$ cat src/rtl/vidac_arbiter.sv
// vidac_arbiter: shares the single-port 256Kx8 video RAM between the CPU and the vidac
// drawing accelerator, and sequences accelerator runs.
//
// Ports:
//   clock, reset          system clock, synchronous active-high reset
//   cpu_a/cpu_o/cpu_w     CPU address, write data, write strobe (valid with cpu_req)
//   cpu_req/cpu_rdy       CPU access request / accepted this cycle
//   cpu_i                 CPU read data (RAM read data)
//   cpu_go                one-cycle request to start an accelerator run
//   stat_clr              clears the sticky error flags
//   vd_a/vd_o/vd_w        accelerator address, write data, write strobe
//   vd_bsy                accelerator busy
//   vd_i                  accelerator read data (RAM read data)
//   vd_cmd                accelerator start pulse
//   vd_rst_n              accelerator reset, active-low
//   mem_a/mem_o/mem_w     RAM address, write data, write enable
//   mem_i                 RAM read data, one-cycle synchronous read
//   busy, done            run in progress, one-cycle completion pulse
//   err_ovf, err_to       sticky flags: start request overflow, watchdog abort
module vidac_arbiter #(
  parameter int unsigned TOW = 20
) (
  input  logic        clock,
  input  logic        reset,
  input  logic [17:0] cpu_a,
  input  logic [7:0]  cpu_o,
  input  logic        cpu_w,
  input  logic        cpu_req,
  output logic        cpu_rdy,
  output logic [7:0]  cpu_i,
  input  logic        cpu_go,
  input  logic        stat_clr,
  input  logic [17:0] vd_a,
  input  logic [7:0]  vd_o,
  input  logic        vd_w,
  input  logic        vd_bsy,
  output logic [7:0]  vd_i,
  output logic        vd_cmd,
  output logic        vd_rst_n,
  output logic [17:0] mem_a,
  output logic [7:0]  mem_o,
  output logic        mem_w,
  input  logic [7:0]  mem_i,
  output logic        busy,
  output logic        done,
  output logic        err_ovf,
  output logic        err_to
);

  typedef enum logic [2:0] {
    StIdle,
    StKick,
    StArm,
    StRun,
    StDone,
    StAbort
  } state_e;

  localparam logic [TOW-1:0] WdMax = '1;
  localparam logic [TOW-1:0] WdOne = {{(TOW-1){1'b0}}, 1'b1};

  state_e         state_q, state_d;
  logic           own_q, own_d;
  logic           pend_q, pend_d;
  logic [TOW-1:0] wd_q, wd_d;
  logic           abort_cnt_q, abort_cnt_d;
  logic           vd_cmd_q, vd_cmd_d;
  logic           vd_rst_n_q, vd_rst_n_d;
  logic           done_q, done_d;
  logic           busy_q, busy_d;
  logic           err_ovf_q, err_ovf_d;
  logic           err_to_q, err_to_d;

  logic           err_ovf_set, err_to_set;
  logic [TOW-1:0] wd_inc;
  logic           wd_expire;

  // Saturating watchdog; expiry is flagged when the count about to be stored reaches
  // all-ones, so ABORT is entered exactly 2^TOW-1 cycles after ARM entry.
  assign wd_inc    = (wd_q == WdMax) ? wd_q : wd_q + WdOne;
  assign wd_expire = (wd_inc == WdMax);

  always_comb begin
    state_d     = state_q;
    pend_d      = pend_q;
    wd_d        = wd_q;
    abort_cnt_d = abort_cnt_q;
    err_ovf_set = 1'b0;
    err_to_set  = 1'b0;

    // A start request during a run is queued once; a second one is dropped and flagged.
    if (cpu_go && (state_q != StIdle)) begin
      pend_d = 1'b1;
      if (pend_q) begin
        err_ovf_set = 1'b1;
      end
    end

    unique case (state_q)
      StIdle: begin
        if (cpu_go || pend_q) begin
          state_d = StKick;
          pend_d  = 1'b0;
        end
      end
      StKick: begin
        wd_d    = '0;
        state_d = StArm;
      end
      StArm: begin
        wd_d = wd_inc;
        if (vd_bsy) begin
          state_d = StRun;
        end else if (wd_expire) begin
          state_d     = StAbort;
          abort_cnt_d = 1'b0;
          err_to_set  = 1'b1;
        end
      end
      StRun: begin
        wd_d = wd_inc;
        if (!vd_bsy) begin
          state_d = StDone;
        end else if (wd_expire) begin
          state_d     = StAbort;
          abort_cnt_d = 1'b0;
          err_to_set  = 1'b1;
        end
      end
      StDone: begin
        state_d = StIdle;
      end
      StAbort: begin
        // An aborted run discards any queued start.
        pend_d = 1'b0;
        if (abort_cnt_q) begin
          state_d = StIdle;
        end else begin
          abort_cnt_d = 1'b1;
        end
      end
      default: begin
        state_d = StIdle;
      end
    endcase

    err_ovf_d = err_ovf_set | (err_ovf_q & ~stat_clr);
    err_to_d  = err_to_set | (err_to_q & ~stat_clr);

    // Control outputs are registered by decoding the next state.
    own_d      = (state_d != StIdle);
    busy_d     = (state_d != StIdle);
    vd_cmd_d   = (state_d == StKick);
    done_d     = (state_d == StDone);
    vd_rst_n_d = (state_d != StAbort);
  end

  always_ff @(posedge clock) begin
    if (reset) begin
      state_q     <= StIdle;
      own_q       <= 1'b0;
      pend_q      <= 1'b0;
      wd_q        <= '0;
      abort_cnt_q <= 1'b0;
      vd_cmd_q    <= 1'b0;
      vd_rst_n_q  <= 1'b1;
      done_q      <= 1'b0;
      busy_q      <= 1'b0;
      err_ovf_q   <= 1'b0;
      err_to_q    <= 1'b0;
    end else begin
      state_q     <= state_d;
      own_q       <= own_d;
      pend_q      <= pend_d;
      wd_q        <= wd_d;
      abort_cnt_q <= abort_cnt_d;
      vd_cmd_q    <= vd_cmd_d;
      vd_rst_n_q  <= vd_rst_n_d;
      done_q      <= done_d;
      busy_q      <= busy_d;
      err_ovf_q   <= err_ovf_d;
      err_to_q    <= err_to_d;
    end
  end

  // Bus mux follows the registered owner bit only.
  always_comb begin
    if (own_q) begin
      mem_a   = vd_a;
      mem_o   = vd_o;
      mem_w   = vd_w;
      cpu_rdy = 1'b0;
    end else begin
      mem_a   = cpu_a;
      mem_o   = cpu_o;
      mem_w   = cpu_req & cpu_w;
      cpu_rdy = 1'b1;
    end
  end

  assign cpu_i    = mem_i;
  assign vd_i     = mem_i;
  assign vd_cmd   = vd_cmd_q;
  assign vd_rst_n = vd_rst_n_q;
  assign done     = done_q;
  assign busy     = busy_q;
  assign err_ovf  = err_ovf_q;
  assign err_to   = err_to_q;

endmodule

$ cat config.mk
export PLATFORM = sky130hd
export DESIGN_NAME = vidac_arbiter
export DESIGN_NICKNAME = d
export VERILOG_FILES = /design/src/rtl/vidac_arbiter.sv
export SDC_FILE = /design/constraint.sdc
export NUM_CORES = 1
export LEC_CHECK = 0
export BUFFER_PORTS_ARGS = -buffer_cell sky130_fd_sc_hd__buf_2
export CORE_MARGIN = 4
export CORE_UTILIZATION = 42
export DETAILED_ROUTE_END_ITERATION = 10
export PLACE_DENSITY = 0.77
export SYNTH_ARGS = -nofsm -noshare
export SYNTH_HDL_FRONTEND = slang
export SYNTH_SLANG_ARGS = --single-unit
$ cat constraint.sdc
create_clock -name clock -period 2.6 [get_ports clock]
set_input_delay 0.13 -clock clock [delete_from_list [all_inputs] [get_ports clock]]
set_output_delay 0.13 -clock clock [all_outputs]
set_load 0.05 [all_outputs]
* Yosys cells after proc, flatten, opt, wreduce, memory -nomap -nowiden
Cells that the tools add are included.
W data, S select, Z words.
** Word-level totals
- Logic and storage cells :: 62
- Bits in registers :: 31
- Input port bits :: 68
** Cells by class
- Reduce and logical (&&, ||, !) cells :: 9
- Multiplexer cells :: 25
- Eq/ne operators :: 11
- Add/subtract/negate cells :: 1
- Bitwise logic cells :: 6
** Operator list (count)
- $eq A20 B20 Y1 const B :: 2
- $pmux W20 S2 :: 1
- $add A20 B1 Y20 const B :: 1
- $mux W20 :: 1
- $mux W18 :: 1
- $mux W3 :: 5
- $pmux W3 S5 :: 1
- $mux W1 :: 12
- $reduce_bool A3 Y1 :: 3
- $mux W8 :: 1
- $eq A3 B1 Y1 const B :: 2
- $eq A3 B2 Y1 const B :: 2
- $eq A3 B3 Y1 const B :: 2
- $ne A2 B2 Y1 const B :: 2
- $pmux W1 S2 :: 2
- $and A1 B1 Y1 :: 3
- $logic_not A3 Y1 :: 1
- $ne A3 B3 Y1 const B :: 1
- $pmux W1 S3 :: 1
- $reduce_and A3 Y1 :: 1
- $or A1 B1 Y1 :: 2
- $reduce_bool A2 Y1 :: 1
- $reduce_or A2 Y1 :: 1
- $logic_and A1 B1 Y1 :: 1
- 2 further kinds :: 2

* Longest topological paths before layout
Gate-level depths: netlist of the first run.
- Depth after elaboration :: 7
- Mapped depth :: 9
- Depth with buffers taken out :: 8

* Least setup slack after synthesis of the first run
Ideal clock, no wire load.
- Path type :: reg-to-reg
- Start point :: reg wd_q[1]
- End point :: reg vd_rst_n_q, in the netlist vd_rst_n
- Path slack :: -0.260 ns
- Stages on the path, launching flop included :: 8
- Setup time :: 0.114 ns
- Path buffers :: 0
- Data required time :: 2.486 ns
- Period minus slack after synthesis :: 2.860 ns
- Arrival time :: 2.746 ns
- Path through :: dfxtp_1 -> ha_1 -> nand4_2 -> nor4_1 -> nand2_2 -> a2111o_1 -> or4_4 -> a21o_1
** On the way
- Cells in the longest elaborated chain, start to end :: 7
** Ends and longest elaborated chain
- start, declared :: RTL line 65 : logic [TOW-1:0] wd_q, wd_d;
- start signal, assigned :: RTL line 175 : wd_q <= wd_d;
- $add A20 B1 Y20 or $eq A20 B20 Y1 (tied branches) :: RTL line 80 : assign wd_inc = (wd_q == WdMax) ? wd_q : wd_q + WdOne;
- $mux W20 (*) :: RTL line 80
- $eq A20 B20 Y1 (*) :: RTL line 81 : assign wd_expire = (wd_inc == WdMax);
- $mux W3 (*) :: RTL line 114, 124
- $mux W3, on equally long branches :: RTL line 122, 112
- $pmux W3 S5 (*) :: RTL line 99 : unique case (state_q)
- $ne A3 B3 Y1 (*) :: RTL line 155 : vd_rst_n_d = (state_d != StAbort);
- end signal, assigned :: RTL line 178 : vd_rst_n_q <= vd_rst_n_d;
- end, declared :: RTL line 68 : logic vd_rst_n_q, vd_rst_n_d;
Mark *: on every way between the ends. The rest lies on a longest branch, timed or not.
A chain may end at the register's enable or synchronous reset.

* Worst setup path in the final report of the first run
- Start point :: reg wd_q[10]
- End point :: reg vd_rst_n_q, in the netlist vd_rst_n
Same word-level chain as after synthesis.

==> results.json, run 1 <==
{
  "grt_pass1_vias": 2462,
  "cts_max_path_buffers": 2,
  "die_area_um2": 7053,
  "rsz0062_at_grt": "true",
  "gp_congestion": 1.005,
  "synth_fp_nets": 373,
  "cts_tree": "built",
  "hold_viol": 0,
  "finalCritPeriodShare_pct": 97.39,
  "maxSlewViolCount": 0,
  "die_y_um": 83.98,
  "leakage_nw": 1.276,
  "fin_crit_ps": 2532,
  "worstSkewPairLatency_ps": 290,
  "drtIter0Drc": 219,
  "timing.rr.start": "wd_q[10]",
  "path_depth": 7,
  "worstMarginPinSlew_ps": 588.4,
  "crit_top_cell": "or4_4",
  "design_power_total_w": 0.001557,
  "crit_required_ps": 2790,
  "wirelength_um": 7469,
  "stdcell_count": 472,
  "post-route-util_pct": 57.52,
  "holdCritStartpoint": "stat_clr",
  "synth_edf_count": 0,
  "num_io_pins": 118,
  "ir_drop_v": 0.0004877,
  "drive_gt1_share_pct": 49.75,
  "path_cells": "nand3_4 -> or4_4 -> nor3_2 -> o2111ai_1 -> a2111o_1 -> or4_4 -> a21o_1",
  "endpoint": "vd_rst_n",
  "via_count": 2651,
  "critPathSlowestCell": "or4_4",
  "ys.warnings.count": 0,
  "synth-seq-area-share_pct": 25.59,
  "first_pass_iters": 5,
  "avgSynthCellArea_um2": 7.976,
  "cts_max_level": 2,
  "setup_viol": 0,
  "max_stage_delay_ps": 550,
  "synthesis.area_um2": 2425,
  "startpoint_type": "register",
  "initial_utilization_pct": 43.77,
  "worst-setup-path-type": "reg2reg",
  "fin_skew_ps": 8.708,
  "die_w_um": 83.98,
  "synth-seq-cells": 31,
  "ys.flop_type": "dfxtp_1",
  "critPathArrivalTime_ps": 2720,
  "cts_inserted_buffers": 5,
  "ys_types": 60,
  "via_per_inst": 5.617,
  "worstRegToRegCells": 7,
  "end_kind": "register",
  "antennaDiodeCount": 0,
  "r2r_setup_slack_ps": 70,
  "ant_nets": 0,
  "tns_ps": 0,
  "synthArstFlopShare_pct": 0,
  "antenna_found_initial": 0,
  "crit_buf_inv": 0,
  "clock.fmax_mhz": 394.9,
  "cts_sinks": 31,
  "crit-reg2reg-capture": "vd_rst_n",
  "outcome": "finished, final reports clean",
  "crit_path_start": "wd_q[10]",
  "cts_setup_buffers": 0,
  "place_inst": 464,
  "clockRootBuffer": "clkbuf_8",
  "grt_max_degree": 32,
  "drv_cap": 0,
  "fillers": 513,
  "rows": 27,
  "wire_per_inst_um": 15.82,
  "crit_family": "simple AND/OR/NAND/NOR gates",
  "grt_overflow": 0,
  "gr-usage-all-layers_pct": 20.81,
  "grt_pass1_wl_um": 12100,
  "whs_ps": 119.6,
  "core_um2": 5540,
  "area_growth_pct": 31.42,
  "cellPowerDensity_nw_per_um2": 488.5,
  "fin_nets": 468,
  "hpwl_um": 5837,
  "relSlewSlack_pct": 60.77,
  "synthCells": 304,
  "cp_max_fo": 5,
  "cts_hold_buf": 0,
  "path_clk_slew_ps": 70,
  "min_path_type": "in2reg",
  "cts_resized": 0,
  "drcViolationCount": 0,
  "portBuffers": 93
}
[logic make-up after synthesis]
group	synth area share, %
DFF	25.59
and+or+nand+nor	23.58
xor gates and xnor gates	1.445
muxes	12.07
buffers and inverters	12.80
adders and majority gates	0.5159
AOI/OAI and AO/OA	23.99
[worst min path at each step]
stage	to	slack (ps)	cells past startpoint
after floorplan	err_to	310	2
after global placement	cpu_i[7]	260	0
after detailed placement	cpu_i[7]	260	0
after CTS	err_ovf	120	3
after global routing	err_ovf	120	3
final	err_ovf	120	3
[synth_stat cells, types with 2 or more instances]
cell,n,share of area [%]
a211oi_1,4,1.2
a21o_1,2,0.62
a21oi_1,21,4.3
a22oi_1,5,1.5
a311oi_1,5,1.8
a31oi_1,6,1.5
and2b_1,2,0.62
buf_2,3,0.62
buf_4,18,5.6
buf_6,3,1.4
clkbuf_1,8,1.2
clkbuf_2,5,1.0
clkbuf_8,3,1.7
dfxtp_1,31,26
inv_1,7,1.1
mux2_2,26,12
nand2_1,28,4.3
nand2b_1,3,0.77
nand3_1,7,1.4
nand4_1,4,1.0
nor2_1,26,4.0
nor3_1,8,1.7
nor4_1,5,1.3
o2111ai_1,2,0.72
o21a_1,3,0.93
o21ai_0,22,4.5
o22ai_1,2,0.52
o31ai_1,5,1.5
or2_2,5,1.3
or4_1,2,0.62
or4_4,2,0.93
xnor2_1,2,0.72
xor2_1,2,0.72
[tightest hold or removal path: cells and delay by family]
family,cells,cell delay (ps)
AO/OA/AOI/OAI,1,50
buffers and inverters,1,90
AND/OR/NAND/NOR,1,90
[metrics by stage]
| stage | cell area, um^2 | worst slack [ps] |
|---|---|---|
| after floorplan | 2485 | 8.079 |
| after global placement | 3028 | 65.78 |
| after detailed placement | 3028 | 16.83 |
| after CTS | 3112 | 14.20 |
| after global routing | 3187 | -39.53 |
| final | 3187 | 67.75 |
[area by class of cell]
type	instances	area (um^2)	share of cell area (%)
clock buffer	6	72.57	2.277
clock inverter	2	11.26	0.3534
inverter	7	26.28	0.8245
multi-input combinational	225	1595	50.06
sequential	31	643.1	20.18
tap	72	90.09	2.827
timing repair buffer	129	748.2	23.48
[sequential cells by signal, indices dropped and copies added (netlist names)]
register     cells
abort_cnt_q      1
busy             1
done             1
err_ovf          1
err_to           1
pend_q           1
state_q          3
vd_cmd           1
vd_rst_n         1
wd_q            20
[cells in the final DEF, fill, tap and decap left out, drive strengths merged, types with 2 or more instances in the layout]
cell type  synthesis  routed
nand2             29      29
nor3               9       9
nand3              9       9
a22oi              5       5
nand2b             3       3
or4                4       4
a21oi             21      21
clkbuf            16       6
and4               3       3
inv                7       8
a21o               2       2
a31oi              6       6
o22ai              2       2
and2b              3       3
a211oi             5       5
o2111ai            2       2
nor2              26      26
nand4              5       5
a311oi             5       5
dfxtp             31      31
o31ai              5       5
xor2               2       2
mux2              26      26
xnor2              2       2
buf               25     129
nor4               6       6
o21a               3       3
or2                5       5
o21ai             22      22
[layer usage]
metal | vias up | routed length (um) | share of wire [%] | GRT usage (%)
met5 | - | 0 | 0 | 0
met4 | 0 | 185 | 2.5 | 7.602
met3 | 17 | 669 | 9.0 | 5.627
met2 | 137 | 3574 | 48 | 34.71
met1 | 1211 | 3040 | 41 | 25.54
li1 | 1286 | - | - | -
[where the power goes]
| group | switching [W] | total [W] | internal (W) |
|---|---|---|---|
| Clock | 0.000180 | 0.000367 | 0.000187 |
| Combinational | 0.000472 | 0.000689 | 0.000217 |
| Sequential | 0.0000154 | 0.000501 | 0.000486 |
Note: power is estimated with default switching activity, not from simulation.
==> run 2, diff against run 1 <==
--- a/config.mk
+++ b/config.mk
@@ -10,6 +10,8 @@
 export CORE_UTILIZATION = 42
 export DETAILED_ROUTE_END_ITERATION = 10
 export PLACE_DENSITY = 0.77
+export RECOVER_POWER = 100
+export REMOVE_ABC_BUFFERS = 1
 export SYNTH_ARGS = -nofsm -noshare
 export SYNTH_HDL_FRONTEND = slang
 export SYNTH_SLANG_ARGS = --single-unit
==> run 2 against run 1 <==
  * Worst hold slack gained 5.5 ps
  * Critical path depth up 1
  * Die area unchanged
  * Maximum frequency decreased by 1.3%
  * Register-to-register slack got worse by 30 ps
  * Global-route usage rose by 1.2 points
  * Routed wire length increased by 8.6%
  * Final cell count is 2.3% higher
  * Clock power rose by 5%
  * Non-clock buffer count is 12 higher
  * Power grew 1.7%
  * Largest cell class unchanged
  * Largest power group unchanged
==> results.json, run 2 (synthesized netlist as in run 1, its figures left out) <==
{
  "relSlewSlack_pct": 2.994,
  "rsz0062_at_grt": "true",
  "crit_buf_inv": 1,
  "antenna_found_initial": 0,
  "ir_drop_v": 0.0003448,
  "crit-reg2reg-capture": "err_to",
  "cellPowerDensity_nw_per_um2": 493.2,
  "rows": 27,
  "cts_tree": "built",
  "clockRootBuffer": "clkbuf_8",
  "num_io_pins": 118,
  "post-route-util_pct": 57.95,
  "drive_gt1_share_pct": 48.66,
  "fin_skew_ps": 6.420,
  "antennaDiodeCount": 0,
  "top_regs": "wd_q x20, state_q x3",
  "cts_max_path_buffers": 2,
  "p_comb_share_pct": 43.9,
  "largest_reg_flops": 20,
  "setup_viol": 0,
  "multiInputGateArea_um2": 1573,
  "critPathSlowestCell": "or4_4",
  "wire_per_inst_um": 16.80,
  "design_power_total_w": 0.001584,
  "worstRegToRegCells": 8,
  "gp_congestion": 0.9785,
  "seqPwrFrac_pct": 31.8,
  "fin_nets": 480,
  "critPathArrivalTime_ps": 2790,
  "crit_family": "simple AND/OR/NAND/NOR gates",
  "switching_share_pct": 42.49,
  "wirelength_um": 8113,
  "cts_sinks": 31,
  "max_stage_delay_ps": 610,
  "p_int_w": 0.0009108,
  "hold_path_depth": 3,
  "fillers": 516,
  "final_common_cell": "buf_2",
  "grt_max_degree": 31,
  "regMostFlops": "wd_q",
  "ant_nets": 0,
  "hold_viol": 0,
  "cts_max_level": 2,
  "r2r_setup_slack_ps": 30,
  "power.share.clock_pct": 24.3,
  "die_area_um2": 7053,
  "fin_crit_ps": 2567,
  "worstSkewPairLatency_ps": 290,
  "portBuffers": 93,
  "timing.rr.start": "wd_q[11]",
  "clock.fmax_mhz": 389.6,
  "drv_cap": 0,
  "initial_utilization_pct": 43.77,
  "hpwl_um": 6369,
  "min_to": "err_to",
  "grt_pass1_vias": 2526,
  "gr-usage-all-layers_pct": 22.02,
  "startpoint_type": "register",
  "end_kind": "register",
  "first_pass_iters": 5,
  "grt_pass1_wl_um": 12590,
  "drtIter0Drc": 285,
  "maxSlewViolCount": 0,
  "outcome": "finished, final reports clean",
  "holdCritStartpoint": "stat_clr",
  "core_um2": 5540,
  "cts_hold_buf": 0,
  "min_path_type": "in2reg",
  "leakage_nw": 1.311,
  "tns_ps": 0,
  "worst-setup-path-type": "reg2reg",
  "finalCritPeriodShare_pct": 98.72,
  "p_sw_w": 0.0006728,
  "die_w_um": 83.98,
  "path_clk_slew_ps": 70,
  "via_per_inst": 5.640,
  "via_count": 2724,
  "crit_required_ps": 2830,
  "seq_area_um2": 625.6,
  "worstMarginPinSlew_ps": 1455,
  "final_cell_mix": "buf_2 (60), buf_4 (44), clkbuf_2 (28)",
  "drcViolationCount": 0,
  "cts_inserted_buffers": 5,
  "path_cells": "nand2_1 -> or4_4 -> nor3_4 -> o32a_1 -> o2111ai_2 -> buf_4 -> or4_1 -> a21oi_2",
  "area_growth_pct": 32.40,
  "cp_max_fo": 4,
  "die_y_um": 83.98,
  "grt_overflow": 0
}
## run 2: changes by cell type in the layout (fill, tap and decap cells not counted), moves of 4 or more
cell      previous run  this run
dfxtp_4              5         0
clkbuf_2             0        28
clkbuf_1             1         8
buf_2               93        60
dfxtp_1             23        27
buf_4               35        44
## run 2: worst register-to-register path: stages (launching register included)
cell	delay (ps)
dfxtp_1	380
nand2_1	150
or4_4	620
nor3_4	200
o32a_1	190
o2111ai_2	150
buf_4	190
or4_1	490
a21oi_2	140
## run 2: metrics by stage
stage / setup WS, ps / cells / hold slack [ps] / area (um^2)
final: 33.28 / 483 / 125.1 / 3211
after global routing: -70.38 / 483 / 117.7 / 3211
after CTS: 9.984 / 483 / 119.4 / 3193
after detailed placement: -86.77 / 474 / 260.5 / 3042
after global placement: -43.13 / 474 / 260.5 / 3042
after floorplan: -574.8 / 263 / 194.6 / 2141
## run 2: repair_timing
| action | in CTS | in global routing |
|---|---|---|
| hold endpoints to repair | 0 | 0 |
| resized for setup | 12 | 7 |
| setup endpoints to repair | 4 | 5 |
| pin swaps | 4 | 2 |
| cloned | 0 | 0 |
| buffers inserted | 2 | 0 |
## run 2: power by group through the flow
stage / Combinational [W] / Sequential (W) / Clock, W
3_3_place_gp: 0.000684 / 0.000513 / 0
4_1_cts: 0.000692 / 0.000503 / 0.000394
6_report: 0.000695 / 0.000504 / 0.000385
3_5_place_dp: 0.000690 / 0.000513 / 0
2_1_floorplan: 0.000452 / 0.000558 / 0
5_1_grt: 0.000732 / 0.000505 / 0.000423
## run 2: how the worst max path moves through the flow
stage	to	cells after the start	start	slack (ps)
final	err_to	8	wd_q[11]	30
after global routing	err_to	9	wd_q[0]	-70
after CTS	done	8	wd_q[1]	10
after detailed placement	err_to	9	wd_q[0]	-90
after global placement	vd_rst_n	8	wd_q[0]	-40
after floorplan	vd_rst_n	8	wd_q[0]	-570
## run 2: cell type report
cell class / count / area share (%)
repair buffers: 141 / 25.18
well taps: 72 / 2.806
clock buffers: 6 / 2.572
inverters: 7 / 0.8184
flip-flops and latches: 31 / 19.49
clock inverters: 1 / 0.1559
multi-input cells: 225 / 48.99
## run 2: per-layer routing
metal,share of wire (%),vias to the layer above,GRT usage (%)
met4,2.1,0,7.164
met1,43,1252,27.96
met2,45,137,34.49
li1,-,1311,-
met3,10,24,8.095
met5,0,-,0
==> run 3, diff against run 2 <==
--- a/config.mk
+++ b/config.mk
@@ -8,6 +8,7 @@
 export BUFFER_PORTS_ARGS = -buffer_cell sky130_fd_sc_hd__buf_2
 export CORE_MARGIN = 4
 export CORE_UTILIZATION = 42
+export CTS_BUF_LIST = sky130_fd_sc_hd__clkbuf_16
 export DETAILED_ROUTE_END_ITERATION = 10
 export PLACE_DENSITY = 0.77
 export RECOVER_POWER = 100
==> run 3 against run 2 <==
  * Worst setup slack better by 15 ps
  * Design area up 2.1%
  * Via count is essentially flat
  * Non-clock buffer count unchanged
  * Final cell count stayed put
  * Clock-buffer cell count is 1 lower
  * Clock power increased by 40%
  * Core utilization up 1.2 points
  * Critical path depth is the same
  * Highest routed layer unchanged
==> results.json, run 3 (synthesized netlist as in run 1, its figures left out) <==
{
  "ir_drop_v": 0.0004754,
  "worstSkewPairLatency_ps": 280,
  "via_per_inst": 5.638,
  "area_growth_pct": 35.14,
  "worstMarginPinSlew_ps": 1449,
  "fin_skew_ps": 5.423,
  "outcome": "finished, final reports clean",
  "antenna_found_initial": 0,
  "final_common_cell": "buf_2",
  "grt_pass1_vias": 2552,
  "num_io_pins": 118,
  "via_count": 2723,
  "path_clk_slew_ps": 50,
  "drive_gt1_share_pct": 47.93,
  "crit_required_ps": 2800,
  "final_cell_mix": "buf_2 (60), buf_4 (42), dfxtp_1 (28), clkbuf_2 (28), nand2_1 (27)",
  "leakage_nw": 1.335,
  "fin_nets": 480,
  "first_pass_iters": 5,
  "die_w_um": 83.98,
  "crit-reg2reg-capture": "done",
  "cts_inserted_buffers": 5,
  "fillers": 501,
  "drv_cap": 0,
  "ant_nets": 0,
  "die_y_um": 83.98,
  "grt_max_degree": 31,
  "cts_hold_buf": 0,
  "core_um2": 5540,
  "timing.rr.start": "wd_q[4]",
  "grt_pass1_wl_um": 12680,
  "design_power_total_w": 0.001741,
  "startpoint_type": "register",
  "gr-usage-all-layers_pct": 22.23,
  "clockRootBuffer": "clkbuf_16",
  "seq_area_um2": 626.9,
  "max_stage_delay_ps": 460,
  "cts_tree": "built",
  "drcViolationCount": 0,
  "end_kind": "register",
  "crit_family": "simple AND/OR/NAND/NOR gates",
  "finalCritPeriodShare_pct": 98.15,
  "cts_max_path_buffers": 2,
  "r2r_setup_slack_ps": 50,
  "critPathSlowestCell": "or4_4",
  "critPathArrivalTime_ps": 2750,
  "antennaDiodeCount": 0,
  "top_regs": "wd_q x20, state_q x3",
  "largest_reg_flops": 20,
  "cellPowerDensity_nw_per_um2": 531.4,
  "grt_overflow": 0,
  "worstRegToRegCells": 8,
  "worst-setup-path-type": "reg2reg",
  "cp_max_fo": 4,
  "wirelength_um": 8267,
  "fin_crit_ps": 2552,
  "path_cells": "buf_4 -> and4_4 -> nand2_2 -> nor4_4 -> xnor2_1 -> a2111o_1 -> or4_4 -> a211oi_2",
  "rows": 27,
  "crit_buf_inv": 1,
  "hpwl_um": 6369,
  "initial_utilization_pct": 43.77,
  "rsz0062_at_grt": "true",
  "regMostFlops": "wd_q",
  "wire_per_inst_um": 17.12,
  "holdCritStartpoint": "stat_clr",
  "hold_viol": 0,
  "die_area_um2": 7053,
  "hold_path_depth": 3,
  "cts_sinks": 31,
  "min_path_type": "in2reg",
  "gp_congestion": 0.9785,
  "min_to": "err_to",
  "fin_ws_ps": 48.02,
  "clock.fmax_mhz": 391.9,
  "pre_cts_slack_ps": -86.77,
  "portBuffers": 93,
  "multiInputGateArea_um2": 1584,
  "relSlewSlack_pct": 3.432,
  "drtIter0Drc": 284,
  "maxSlewViolCount": 0,
  "setup_viol": 0,
  "cts_max_level": 2
}
[run 3: changes by cell type in the layout (fill, tap and decap cells not counted), sizes merged]
cell,before,now
clkbuf,43,42
clkinv,1,2
[run 3: cell type report]
| cell class | instances | share of cell area [%] |
|---|---|---|
| multi-input combinational | 225 | 48.34 |
| timing repair buffer | 141 | 24.90 |
| sequential | 31 | 19.13 |
| clock buffer | 5 | 3.818 |
| tap | 72 | 2.749 |
| inverter | 7 | 0.8018 |
| clock inverter | 2 | 0.2673 |
[run 3: worst max path at each step]
stage,startpoint,to,cells past startpoint
finish,wd_q[4],done,8
global route,wd_q[1],err_to,9
CTS,wd_q[0],err_to,9
detailed placement,wd_q[0],err_to,9
global placement,wd_q[0],vd_rst_n,8
floorplan,wd_q[0],vd_rst_n,8
[run 3: worst min-delay path: cells and delay by family]
kind                   cells  cell delay, ps
buffers and inverters      1              80
AND/OR/NAND/NOR            1             110
AO/OA/AOI/OAI              1              50
[run 3: metrics by stage]
stage	std cells	util, %	hold WS (ps)	instance area, um^2	TNS [ps]
2_1_floorplan	263	-	194.6	2141	-3331
3_3_place_gp	474	54.90	260.5	3042	-73.26
3_5_place_dp	474	54.90	260.5	3042	-246.0
4_1_cts	483	58.40	135.0	3236	0
5_1_grt	483	59.15	138.6	3277	-85.45
6_report	483	59.15	137.5	3277	0
[run 3: repair_timing]
action / CTS / global route
gates resized for setup: 9 / 13
pin swaps: 5 / 5
endpoints found under the setup margin: 4 / 6
setup buffers: 2 / 0
[run 3: power by group]
| part | total, W | switching [W] | internal, W |
|---|---|---|---|
| combinational | 0.000697 | 0.000482 | 0.000215 |
| sequential | 0.000505 | 0.0000148 | 0.000490 |
| clock | 0.000539 | 0.000197 | 0.000343 |
[run 3: routing by layer]
layer  up-vias  global-route usage, %  routed length (um)
met4         0                  7.456                 110
met3         9                  8.490                 787
met2       122                  35.07                3851
met5         -                      0                   0
met1      1276                  27.72                3517
li1       1316                      -                   -
